--- config.mk ---
export PLATFORM = sky130hd
export DESIGN_NAME = serial_adder
export DESIGN_NICKNAME = d
export VERILOG_FILES = /design/src/rtl/serial_adder.sv
export SDC_FILE = /design/constraint.sdc
export NUM_CORES = 1
export LEC_CHECK = 0
export CORE_MARGIN = 1
export CORE_UTILIZATION = 47
export DETAILED_ROUTE_END_ITERATION = 6
export GPL_TIMING_DRIVEN = 0
export MAX_ROUTING_LAYER = met4
export PLACE_DENSITY_LB_ADDON = 0.08
export SLEW_MARGIN = 0
export SYNTH_ARGS = -nofsm -noshare
export SYNTH_HDL_FRONTEND = slang
export SYNTH_SLANG_ARGS = --single-unit
--- constraint.sdc ---
create_clock -name clk -period 1.8 [get_ports clk]
set_clock_uncertainty 0.2 [all_clocks]
set_input_delay 0.27 -clock clk [delete_from_list [all_inputs] [get_ports clk]]
set_output_delay 0.27 -clock clk [all_outputs]
set_load 0.03 [all_outputs]
--- src/rtl/serial_adder.sv ---
// Digit-serial adder/subtractor: processes DIGIT bits per clock, LSB first, and
// registers sum, carry-out and signed overflow once the last digit is done.
module serial_adder #(
    parameter int unsigned WIDTH = 8,
    parameter int unsigned DIGIT = 1
) (
    input  logic             clk,
    input  logic             rst,
    input  logic             start,
    input  logic             sub,
    input  logic [WIDTH-1:0] a,
    input  logic [WIDTH-1:0] b,
    input  logic             cin,
    output logic             busy,
    output logic             done,
    output logic [WIDTH-1:0] sum,
    output logic             cout,
    output logic             ovf
);

    localparam int unsigned NDIG = WIDTH / DIGIT;
    localparam int unsigned CW   = $clog2(NDIG + 1);

    typedef enum logic [1:0] {StIdle, StRun, StDone} state_e;

    state_e           state_q, state_d;
    logic [WIDTH-1:0] a_q, a_d;
    logic [WIDTH-1:0] b_q, b_d;
    logic [WIDTH-1:0] part_q, part_d;
    logic [WIDTH-1:0] sum_q, sum_d;
    logic [CW-1:0]    cnt_q, cnt_d;
    logic             carry_q, carry_d;
    logic             cout_q, cout_d;
    logic             ovf_q, ovf_d;

    logic [DIGIT:0]       dig_res;
    logic                 msb_cin;
    logic [WIDTH+DIGIT-1:0] part_cat;
    logic [WIDTH-1:0]     part_next;
    logic                 last_dig;

    // Operands shift right each RUN cycle, so the active digit is always at the bottom.
    assign dig_res   = {1'b0, a_q[DIGIT-1:0]} + {1'b0, b_q[DIGIT-1:0]} + {{DIGIT{1'b0}}, carry_q};
    assign msb_cin   = dig_res[DIGIT-1] ^ a_q[DIGIT-1] ^ b_q[DIGIT-1];
    assign part_cat  = {dig_res[DIGIT-1:0], part_q};
    assign part_next = part_cat[WIDTH+DIGIT-1:DIGIT];
    assign last_dig  = (cnt_q == CW'(NDIG - 1));

    always_comb begin
        state_d = state_q;
        a_d     = a_q;
        b_d     = b_q;
        part_d  = part_q;
        sum_d   = sum_q;
        cnt_d   = cnt_q;
        carry_d = carry_q;
        cout_d  = cout_q;
        ovf_d   = ovf_q;
        unique case (state_q)
            StIdle: begin
                if (start) begin
                    state_d = StRun;
                    a_d     = a;
                    b_d     = sub ? ~b : b;
                    carry_d = sub ? 1'b1 : cin;
                    cnt_d   = '0;
                    part_d  = '0;
                end
            end
            StRun: begin
                a_d     = a_q >> DIGIT;
                b_d     = b_q >> DIGIT;
                part_d  = part_next;
                carry_d = dig_res[DIGIT];
                cnt_d   = cnt_q + 1'b1;
                if (last_dig) begin
                    state_d = StDone;
                    sum_d   = part_next;
                    cout_d  = dig_res[DIGIT];
                    ovf_d   = msb_cin ^ dig_res[DIGIT];
                end
            end
            StDone: state_d = StIdle;
            default: state_d = StIdle;
        endcase
    end

    always_ff @(posedge clk or posedge rst) begin
        if (rst) begin
            state_q <= StIdle;
            a_q     <= '0;
            b_q     <= '0;
            part_q  <= '0;
            sum_q   <= '0;
            cnt_q   <= '0;
            carry_q <= 1'b0;
            cout_q  <= 1'b0;
            ovf_q   <= 1'b0;
        end else begin
            state_q <= state_d;
            a_q     <= a_d;
            b_q     <= b_d;
            part_q  <= part_d;
            sum_q   <= sum_d;
            cnt_q   <= cnt_d;
            carry_q <= carry_d;
            cout_q  <= cout_d;
            ovf_q   <= ovf_d;
        end
    end

    assign busy = (state_q == StRun);
    assign done = (state_q == StDone);
    assign sum  = sum_q;
    assign cout = cout_q;
    assign ovf  = ovf_q;

endmodule

==> results of run 1 <==
==> cells by family after synthesis <==
group           Yosys count  share of synthesized area [%]
fa+ha+maj                 2                           1.76
compound gates           48                           16.4
xor+xnor                 11                           5.21
simple gates             37                           12.8
flops                    40                           54.1
buf+inv                  15                           4.33
mux                       9                           5.48
==> layout by cell type (no fill, tap or decap), drive strengths merged, types with 4 or more instances in the layout <==
cell type / count
o21ai: 21
and3b: 7
buf: 14
nand2: 19
dfrtp: 40
nor2b: 4
clkdlybuf4s50: 19
dlymetal6s2s: 10
a22oi: 7
xor2: 9
mux2: 9
a21oi: 7
inv: 5
a22o: 9
clkbuf: 9
==> worst max path at each step <==
stage	startpoint	endpoint	slack [ns]	cells after the start
2_1_floorplan	b_q[0]	ovf	0.02	5
3_3_place_gp	rst	a_q[5]	-0.38	2
3_5_place_dp	state_q[0]	done	-0.35	5
4_1_cts	carry_q	ovf	-0.04	5
5_1_grt	carry_q	ovf	-0.12	5
6_report	carry_q	ovf	-0.06	5
==> report_power, final <==
part | internal, mW | switching [mW]
logic | 0.735 | 0.795
clock network | 0.489 | 0.303
registers | 1.23 | 0.211
==> stage by stage <==
step	total power, mW	std cells	hold WS, ns
final	3.76	253	0.255
after global placement	2.85	241	0.264
after floorplan	2.42	162	0.203
after global routing	3.98	253	0.308
after CTS	3.76	251	0.277
after detailed placement	2.91	241	0.278
==> area by class of cell <==
| type | count | area (um2) |
|---|---|---|
| fillers | 309 | 1300 |
| clock inverters | 1 | 30.0 |
| well taps | 48 | 60.1 |
| flip-flops and latches | 40 | 1000 |
| plain buffers | 9 | 63.8 |
| inverters | 5 | 21.3 |
| multi-input cells | 107 | 776 |
| repair buffers | 36 | 368 |
| clock buffers | 7 | 96.3 |
==> worst max-delay path, delay by kind of cell (launching register included) <==
kind	cells	cell delay, ns
adders and majority gates	1	0.57
xor gates and xnor gates	2	0.30
DFF	1	0.37
muxes	1	0.26
buffers and inverters	1	0.05
==> metal layers <==
layer	vias up	global-route usage [%]	wire (um)
met5	-	-	0
met4	0	8.33	29
met3	4	4.75	161
met2	33	32.3	1910
met1	673	28.0	1700
li1	648	-	-
==> cells in the mapped netlist, drive strengths merged <==
cell type,number,area [um2]
dfrtp,40,1000
o21ai,21,105
nand2,19,71.3
a22o,9,78.8
mux2,9,101
xor2,9,78.8
buf,8,52.6
a21oi,7,35.0
a22oi,7,52.6
and3b,7,61.3
inv,5,18.8
nor2b,4,25.0
clkbuf,2,8.75
nand3,2,10.0
nor2,2,23.8
o31ai,2,15.0
xnor2,2,17.5
fa,1,20.0
ha,1,12.5
nand2b,1,13.8
nand4b,1,23.8
nor3b,1,7.51
o21bai,1,7.51
o311ai,1,8.76
==> repair_timing <==
item / in CTS / in global routing
cloned: 0 / 0
hold buffers: 0 / 0
resized for setup: 16 / 16
setup buffers: 3 / 2
endpoints found under the setup margin: 3 / 18
pin swaps: 3 / 1
==> sequential cells by signal, indices dropped and copies added, names as in the netlist <==
| name | count |
|---|---|
| part_q | 7 |
| a_q | 8 |
| state_q | 2 |
| carry_q | 1 |
| cnt_q | 4 |
| ovf | 1 |
| cout | 1 |
| b_q | 8 |
| sum | 8 |
==> out/qor.csv, run 1 <==
metric;value;unit
HP Class;input port to asynchronous set/reset pin;
detailed router's first-iteration violation count;103;
worst path required time;1.78;ns
crit path max fanout;2;
crit start category;flop;
GP Congestion;0.787;
floorplan die width;64.7;um
PortBufs;31;
DR DRC count;0;
CTS max path bufs;2;
vias in the first global route;1375;
total routing usage reported by global routing;21.3;%
clock latency reported for the late side of the worst-skew pair;0.29;ns
wirelength, routed;3800;um
level count of the clock H-tree;2;
CTS Root Cell;sky130_fd_sc_hd__clkbuf_8;
Final HPWL DP;2590;um
worst slew margin relative to its limit;46.0;%
signal arrival time at the worst endpoint;1.84;ns
Site Rows;22;
global-route wire length before repair;6510;um
max-slew violation count;0;
number of top-level design ports;33;
final core utilization;65.1;%
post-synthesis sequential area ratio;54.1;%
Netlist cell types;29;
placement-stage cell area;0.00222;mm2
Leakage;1.21;nW
achievable clock frequency;537;MHz
share of final-layout standard cells stronger than drive strength 1;19.5;%
warning count from the yosys run;0;
power density cells;1560;mW/mm2
CTS tree;yes;
Max Cap Viol;0;
Core ar.;0.00372;mm2
First-pass DRT Iterations;5;
maximum ir drop on the vdd rail;0.769;mV
total negative setup slack;-0.0609;ns
wire length per cell;15.0;um
final critical-path share of the clock period;103;%
NumNets Final;227;
launch point of the worst reg-to-reg path;carry_q;
cell area after synthesis;0.00185;mm2
Final ANT Viol Nets;0;
starting density of the core;49.8;%
number of clock sinks;40;
post-synthesis instance total;162;
reg-to-reg critical path endpoint;ovf;
vias post-DR;1358;
cell area after layout;0.00242;mm2
Antenna diodes;0;
worst setup timing slack at the placement stage;-0.351;ns
biggest cell delay along the critical path;0.57;ns
height of the die;64.7;um
Hold Vio Cnt, Final;0;
cell-by-cell listing of the critical path;inv_2, fa_1, xor2_1, xnor2_1, mux2_4;
depth of the most critical reg-to-reg path;5;
Final setup viols;1;
synthesized area per cell;11.4;um2
synthesized flop and latch total;40;
initial antenna violation count;0;
post-route worst setup slack;-0.0609;ns
clock transition at the register clock pins on the worst setup and hold paths after CTS;0.07;ns
leftover overflow at the end of global routing;0;
TritonCTS Buffers;5;
outcome;finished, violations left;
setup repair after global routing missed its margin;yes;
number of nets in the synthesized netlist;185;
cell with the biggest individual delay on the critical path;sky130_fd_sc_hd__fa_1;
Worst Setup Path Type;flop to flop;
setup slack of the worst register-to-register path;-0.06;ns
via density per instance;5.37;
area of the die;0.00419;mm2
largest net degree at the start of global routing;41;
violated checks;setup timing;
kind of end point of the critical path;flop;
synth-to-layout area growth;30.6;%
transition time at the pin with the least slew margin;0.809;ns
clock period minus final worst setup slack;1.86;ns
Note: power is estimated with default switching activity, not from simulation.
==> run 2, diff against run 1 <==
--- a/config.mk
+++ b/config.mk
@@ -11,6 +11,7 @@
 export GPL_TIMING_DRIVEN = 0
 export MAX_ROUTING_LAYER = met4
 export PLACE_DENSITY_LB_ADDON = 0.08
+export RECOVER_POWER = 25
 export SLEW_MARGIN = 0
 export SYNTH_ARGS = -nofsm -noshare
 export SYNTH_HDL_FRONTEND = slang
==> run 2 against run 1 <==
Compared with the run above:
- combinational power barely moved
- die area did not move
- clock-buffer cell count did not move
- via count did not move
- register-to-register slack barely moved
- the flow still finishes with violations (setup timing)
- sequential power barely moved
- clock power barely moved
- highest routed layer unchanged
- final area did not move
- total power barely moved
- setup slack barely moved
- critical endpoint unchanged
- cell count did not move
- core utilization did not move
==> out/qor.csv, run 2 (synthesized netlist as in run 1, its figures left out) <==
metric;value;unit
transition time at the pin with the least slew margin;0.809;ns
level count of the clock H-tree;2;
CTS max path bufs;2;
DR DRC count;0;
final critical-path share of the clock period;103;%
area of the die;0.00419;mm2
Final ANT Viol Nets;0;
via density per instance;5.37;
Final setup viols;1;
endpoint of the worst hold-timing path;b_q[2];
crit start category;flop;
commonest non-fill, non-tap cell in the layout;sky130_fd_sc_hd__dfrtp_1;
vias in the first global route;1375;
initial antenna violation count;0;
clock latency reported for the late side of the worst-skew pair;0.29;ns
worst path required time;1.78;ns
leftover overflow at the end of global routing;0;
setup slack of the worst register-to-register path;-0.06;ns
number of top-level design ports;33;
post-route worst setup slack;-0.0609;ns
fill cell total of the finished layout;309;
signal arrival time at the worst endpoint;1.84;ns
Antenna diodes;0;
total negative setup slack;-0.0609;ns
wirelength, routed;3800;um
global-route wire length before repair;6510;um
Core ar.;0.00372;mm2
wire length per cell;15.0;um
setup repair after global routing missed its margin;yes;
HP Class;flop to flop;
vias post-DR;1358;
Leakage;1.21;nW
share of final-layout standard cells stronger than drive strength 1;19.5;%
floorplan die width;64.7;um
detailed router's first-iteration violation count;103;
CTS tree;yes;
GP Congestion;0.787;
depth of the most critical reg-to-reg path;5;
First-pass DRT Iterations;5;
total routing usage reported by global routing;21.3;%
critical path startpoint;carry_q;
achievable clock frequency;537;MHz
power density cells;1560;mW/mm2
PortBufs;31;
max-slew violation count;0;
worst hold slack after final layout;0.293;ns
clock period minus final worst setup slack;1.86;ns
maximum ir drop on the vdd rail;0.768;mV
Hold Vio Cnt, Final;0;
TritonCTS Buffers;5;
worst slew margin relative to its limit;46.0;%
number of hold buffers added after cts;0;
crit path max fanout;2;
Final HPWL DP;2590;um
commonest cells after routing, fill and taps aside;sky130_fd_sc_hd__dfrtp_1, sky130_fd_sc_hd__o21ai_0, sky130_fd_sc_hd__nand2_1, sky130_fd_sc_hd__clkdlybuf4s50_1;
cell area after layout;0.00242;mm2
final core utilization;65.1;%
Site Rows;22;
Hold Crit Start;b_q[2];
NumNets Final;227;
CTS Root Cell;sky130_fd_sc_hd__clkbuf_8;
number of clock sinks;40;
Worst Setup Path Type;flop to flop;
reg-to-reg critical path endpoint;ovf;
launch point of the worst reg-to-reg path;carry_q;
Hold Crit Depth;2;
synth-to-layout area growth;30.6;%
largest net degree at the start of global routing;41;
placement-stage cell area;0.00222;mm2
kind of end point of the critical path;flop;
starting density of the core;49.8;%
outcome;finished, violations left;
height of the die;64.7;um
Max Cap Viol;0;
clock transition at the register clock pins on the worst setup and hold paths after CTS;0.07;ns
violated checks;setup timing;
-- run 2: layout make-up --
type	count	area (um2)	share of cell area [%]
inverters	5	21.3	0.880
well taps	48	60.1	2.48
plain buffers	9	63.8	2.64
clock inverters	1	30.0	1.24
flip-flops and latches	40	1000	41.5
clock buffers	7	96.3	3.99
multi-input cells	107	776	32.1
repair buffers	36	368	15.2
-- run 2: critical path, cell delays in order, from the launching register on --
cell and delay, ns:
sky130_fd_sc_hd__dfrtp_1 0.37, sky130_fd_sc_hd__inv_2 0.05, sky130_fd_sc_hd__fa_1 0.57, sky130_fd_sc_hd__xor2_1 0.21, sky130_fd_sc_hd__xnor2_1 0.09, sky130_fd_sc_hd__mux2_4 0.26
-- run 2: layer usage --
layer  part of all wire [%]  track usage, %
met5                      0               -
met4                   0.76            8.33
met3                    4.2            4.75
met2                     50            32.3
met1                     45            28.0
-- run 2: where the power goes --
group / internal (mW) / switching [mW]
clock: 0.489 / 0.303
sequential: 1.23 / 0.211
combinational: 0.735 / 0.795
total: 2.45 / 1.31
-- run 2: repair_timing --
item / 4_1_cts / 5_1_grt
endpoints found under the setup margin: 3 / 18
endpoints found under the hold margin: 0 / 0
setup buffers: 3 / 2
pin swaps: 3 / 1
resized for setup: 16 / 16
-- run 2: metrics by stage --
step | std cells | power (mW) | setup WS, ns
after floorplan | 162 | 2.42 | 0.0193
after global routing | 253 | 3.98 | -0.118
after CTS | 251 | 3.76 | -0.0390
after global placement | 241 | 2.85 | -0.384
final | 253 | 3.76 | -0.0609
after detailed placement | 241 | 2.91 | -0.351
-- run 2: worst max path at each step --
stage               endpoint  slack, ns  depth (start not counted)
global placement      a_q[5]      -0.38                          2
finish                   ovf      -0.06                          5
floorplan                ovf       0.02                          5
global route             ovf      -0.12                          5
detailed placement      done      -0.35                          5
CTS                      ovf      -0.04                          5
==> run 3, diff against run 2 <==
--- a/config.mk
+++ b/config.mk
@@ -5,6 +5,7 @@
 export SDC_FILE = /design/constraint.sdc
 export NUM_CORES = 1
 export LEC_CHECK = 0
+export CAP_MARGIN = 20
 export CORE_MARGIN = 1
 export CORE_UTILIZATION = 47
 export DETAILED_ROUTE_END_ITERATION = 6
@@ -12,6 +13,7 @@
 export MAX_ROUTING_LAYER = met4
 export PLACE_DENSITY_LB_ADDON = 0.08
 export RECOVER_POWER = 25
+export SKIP_LAST_GASP = 1
 export SLEW_MARGIN = 0
 export SYNTH_ARGS = -nofsm -noshare
 export SYNTH_HDL_FRONTEND = slang
==> constraint.sdc (replaced) <==
create_clock -name clk -period 1.57 [get_ports clk]
set_clock_uncertainty 0.2 [all_clocks]
set_input_delay 0.2355 -clock clk [delete_from_list [all_inputs] [get_ports clk]]
set_output_delay 0.2355 -clock clk [all_outputs]
set_load 0.03 [all_outputs]
==> run 3 against run 2 <==
Compared with the run above:
- the run still ends with setup timing left
- clock-buffer cell count down 1
- die area unchanged
- first-iteration DRC count down 46%
- maximum frequency down 0.33%
- setup slack worse by 0.24 ns
- cell count up 3.6%
- worst hold slack worse by 0.030 ns
- register-to-register slack worse by 0.24 ns
- core utilization up 2.4 points
- final area up 3.7%
- critical endpoint unchanged
- largest power group unchanged
==> out/qor.csv, run 3 (synthesized netlist as in run 1, its figures left out) <==
metric;value;unit
outcome;finished, violations left;
violated checks;setup timing;
overall power consumption;4.55;mW
number of gates on the worst path with buffers counted;5;
launch point of the worst reg-to-reg path;carry_q;
Final ANT Viol Nets;0;
wire length per cell;15.9;um
Max Cap Viol;0;
placement-stage cell area;0.00223;mm2
number of hold buffers added after cts;0;
PortBufs;31;
via density per instance;5.40;
commonest non-fill, non-tap cell in the layout;sky130_fd_sc_hd__dfrtp_1;
initial antenna violation count;0;
transition time at the pin with the least slew margin;0.813;ns
signal arrival time at the worst endpoint;1.85;ns
vias in the first global route;1396;
Leakage;1.16;nW
cell total after placement;241;
power density cells;1820;mW/mm2
number of clock sinks;40;
relative contribution of the clock network to total power;19.5;%
synth-to-layout area growth;35.5;%
achievable clock frequency;536;MHz
worst setup timing slack at the placement stage;-0.519;ns
share of final-layout standard cells stronger than drive strength 1;26.6;%
maximum ir drop on the vdd rail;0.996;mV
global-route wire length before repair;6560;um
crit path max fanout;2;
setup slack of the worst register-to-register path;-0.30;ns
post-route worst setup slack;-0.297;ns
Final setup viols;15;
final core utilization;67.5;%
Hold Vio Cnt, Final;0;
DR DRC count;0;
crit start category;flop;
starting density of the core;49.8;%
GP Congestion;0.798;
largest net degree at the start of global routing;41;
Antenna diodes;0;
worst hold slack after final layout;0.263;ns
NumNets Final;236;
detailed router's first-iteration violation count;56;
clock transition at the register clock pins on the worst setup and hold paths after CTS;0.08;ns
Core ar.;0.00372;mm2
worst path required time;1.55;ns
Internal Dissipation;2.90;mW
reg-to-reg critical path endpoint;ovf;
Site Rows;22;
HP Class;input port to flop;
setup repair after global routing missed its margin;yes;
max-slew violation count;0;
level count of the clock H-tree;2;
NetSw;1.66;mW
kind of end point of the critical path;flop;
sum of buffers and inverters on the critical path;1;
CTS tree;yes;
number of top-level design ports;33;
cell family contributing the most delay on the critical path;adder cells;
clock period minus final worst setup slack;1.87;ns
total negative setup slack;-1.81;ns
floorplan die width;64.7;um
CTS Root Cell;sky130_fd_sc_hd__clkbuf_8;
leftover overflow at the end of global routing;0;
cell-by-cell listing of the critical path;inv_2, fa_2, xor2_1, xnor2_1, mux2_2;
TritonCTS Buffers;5;
First-pass DRT Iterations;4;
wirelength, routed;4160;um
clock latency reported for the late side of the worst-skew pair;0.30;ns
worst slew margin relative to its limit;45.7;%
cell area after layout;0.00251;mm2
fill cell total of the finished layout;303;
height of the die;64.7;um
power share of the sequential group;36.2;%
commonest cells after routing, fill and taps aside;sky130_fd_sc_hd__dfrtp_1, sky130_fd_sc_hd__nand2_1, sky130_fd_sc_hd__o21ai_0, sky130_fd_sc_hd__clkdlybuf4s50_1, sky130_fd_sc_hd__buf_4;
cell with the biggest individual delay on the critical path;sky130_fd_sc_hd__fa_2;
Final HPWL DP;2530;um
vias post-DR;1414;
combinational group share of total power;44.3;%
depth of the most critical reg-to-reg path;5;
switching part of the total;36.4;%
critical path capture point;ovf;
final cell count without fillers;262;
critical path startpoint;carry_q;
total routing usage reported by global routing;21.6;%
CTS max path bufs;2;
biggest cell delay along the critical path;0.58;ns
Worst Setup Path Type;flop to flop;
final critical-path share of the clock period;119;%
area of the die;0.00419;mm2
run 3: changes by cell type in the layout (fill, tap and decap cells not counted), sizes merged:
| cell | before | now |
|---|---|---|
| dlygate4sd2 | 0 | 11 |
| dlymetal6s2s | 10 | 0 |
| buf | 14 | 22 |
| clkbuf | 9 | 8 |
| clkdlybuf4s15 | 0 | 1 |
| clkdlybuf4s50 | 18 | 17 |
| clkinv | 0 | 1 |
run 3: power groups by stage:
stage,registers (mW),logic [mW],clock network (mW)
2_1_floorplan,1.84,0.938,0
3_3_place_gp,1.65,1.62,0
3_5_place_dp,1.67,1.67,0
4_1_cts,1.64,1.71,0.903
5_1_grt,1.70,2.16,0.950
6_report,1.65,2.02,0.890
run 3: how the worst min path moves through the flow:
stage | startpoint | end | cells past startpoint
floorplan | a[7] | a_q[7] | 1
global placement | a_q[2] | a_q[2] | 2
detailed placement | a_q[1] | a_q[1] | 2
CTS | rst | sum[2] | 2
global route | sub | b_q[7] | 3
finish | sub | b_q[7] | 3
run 3: cell type report:
cell class / instances / area, um2 / share of cell area (%)
plain buffers: 9 / 78.8 / 3.14
clock buffers: 6 / 82.6 / 3.29
clock inverters: 2 / 38.8 / 1.55
inverters: 5 / 23.8 / 0.948
multi-input cells: 107 / 806 / 32.1
flip-flops and latches: 40 / 1000 / 40.0
well taps: 48 / 60.1 / 2.40
repair buffers: 45 / 415 / 16.6
run 3: timing repair:
action,4_1_cts,5_1_grt
endpoints found under the setup margin,23,17
pin swaps,2,3
endpoints found under the hold margin,0,0
gates cloned,0,1
setup buffers,5,8
resized for setup,31,21
run 3: worst reg2reg max path, delay by kind of cell, from the launching register on:
| family | cells | cell delay, ns |
|---|---|---|
| fa+ha+maj | 1 | 0.58 |
| xor+xnor | 2 | 0.29 |
| buf+inv | 1 | 0.05 |
| flops | 1 | 0.38 |
| mux | 1 | 0.26 |
run 3: routing by layer:
| metal | share of wire (%) | up-vias | global-route usage [%] |
|---|---|---|---|
| met5 | 0 | - | - |
| met1 | 48 | 713 | 28.5 |
| met3 | 3.7 | 5 | 4.23 |
| li1 | - | 667 | - |
| met4 | 1.2 | 0 | 7.50 |
| met2 | 47 | 29 | 33.2 |
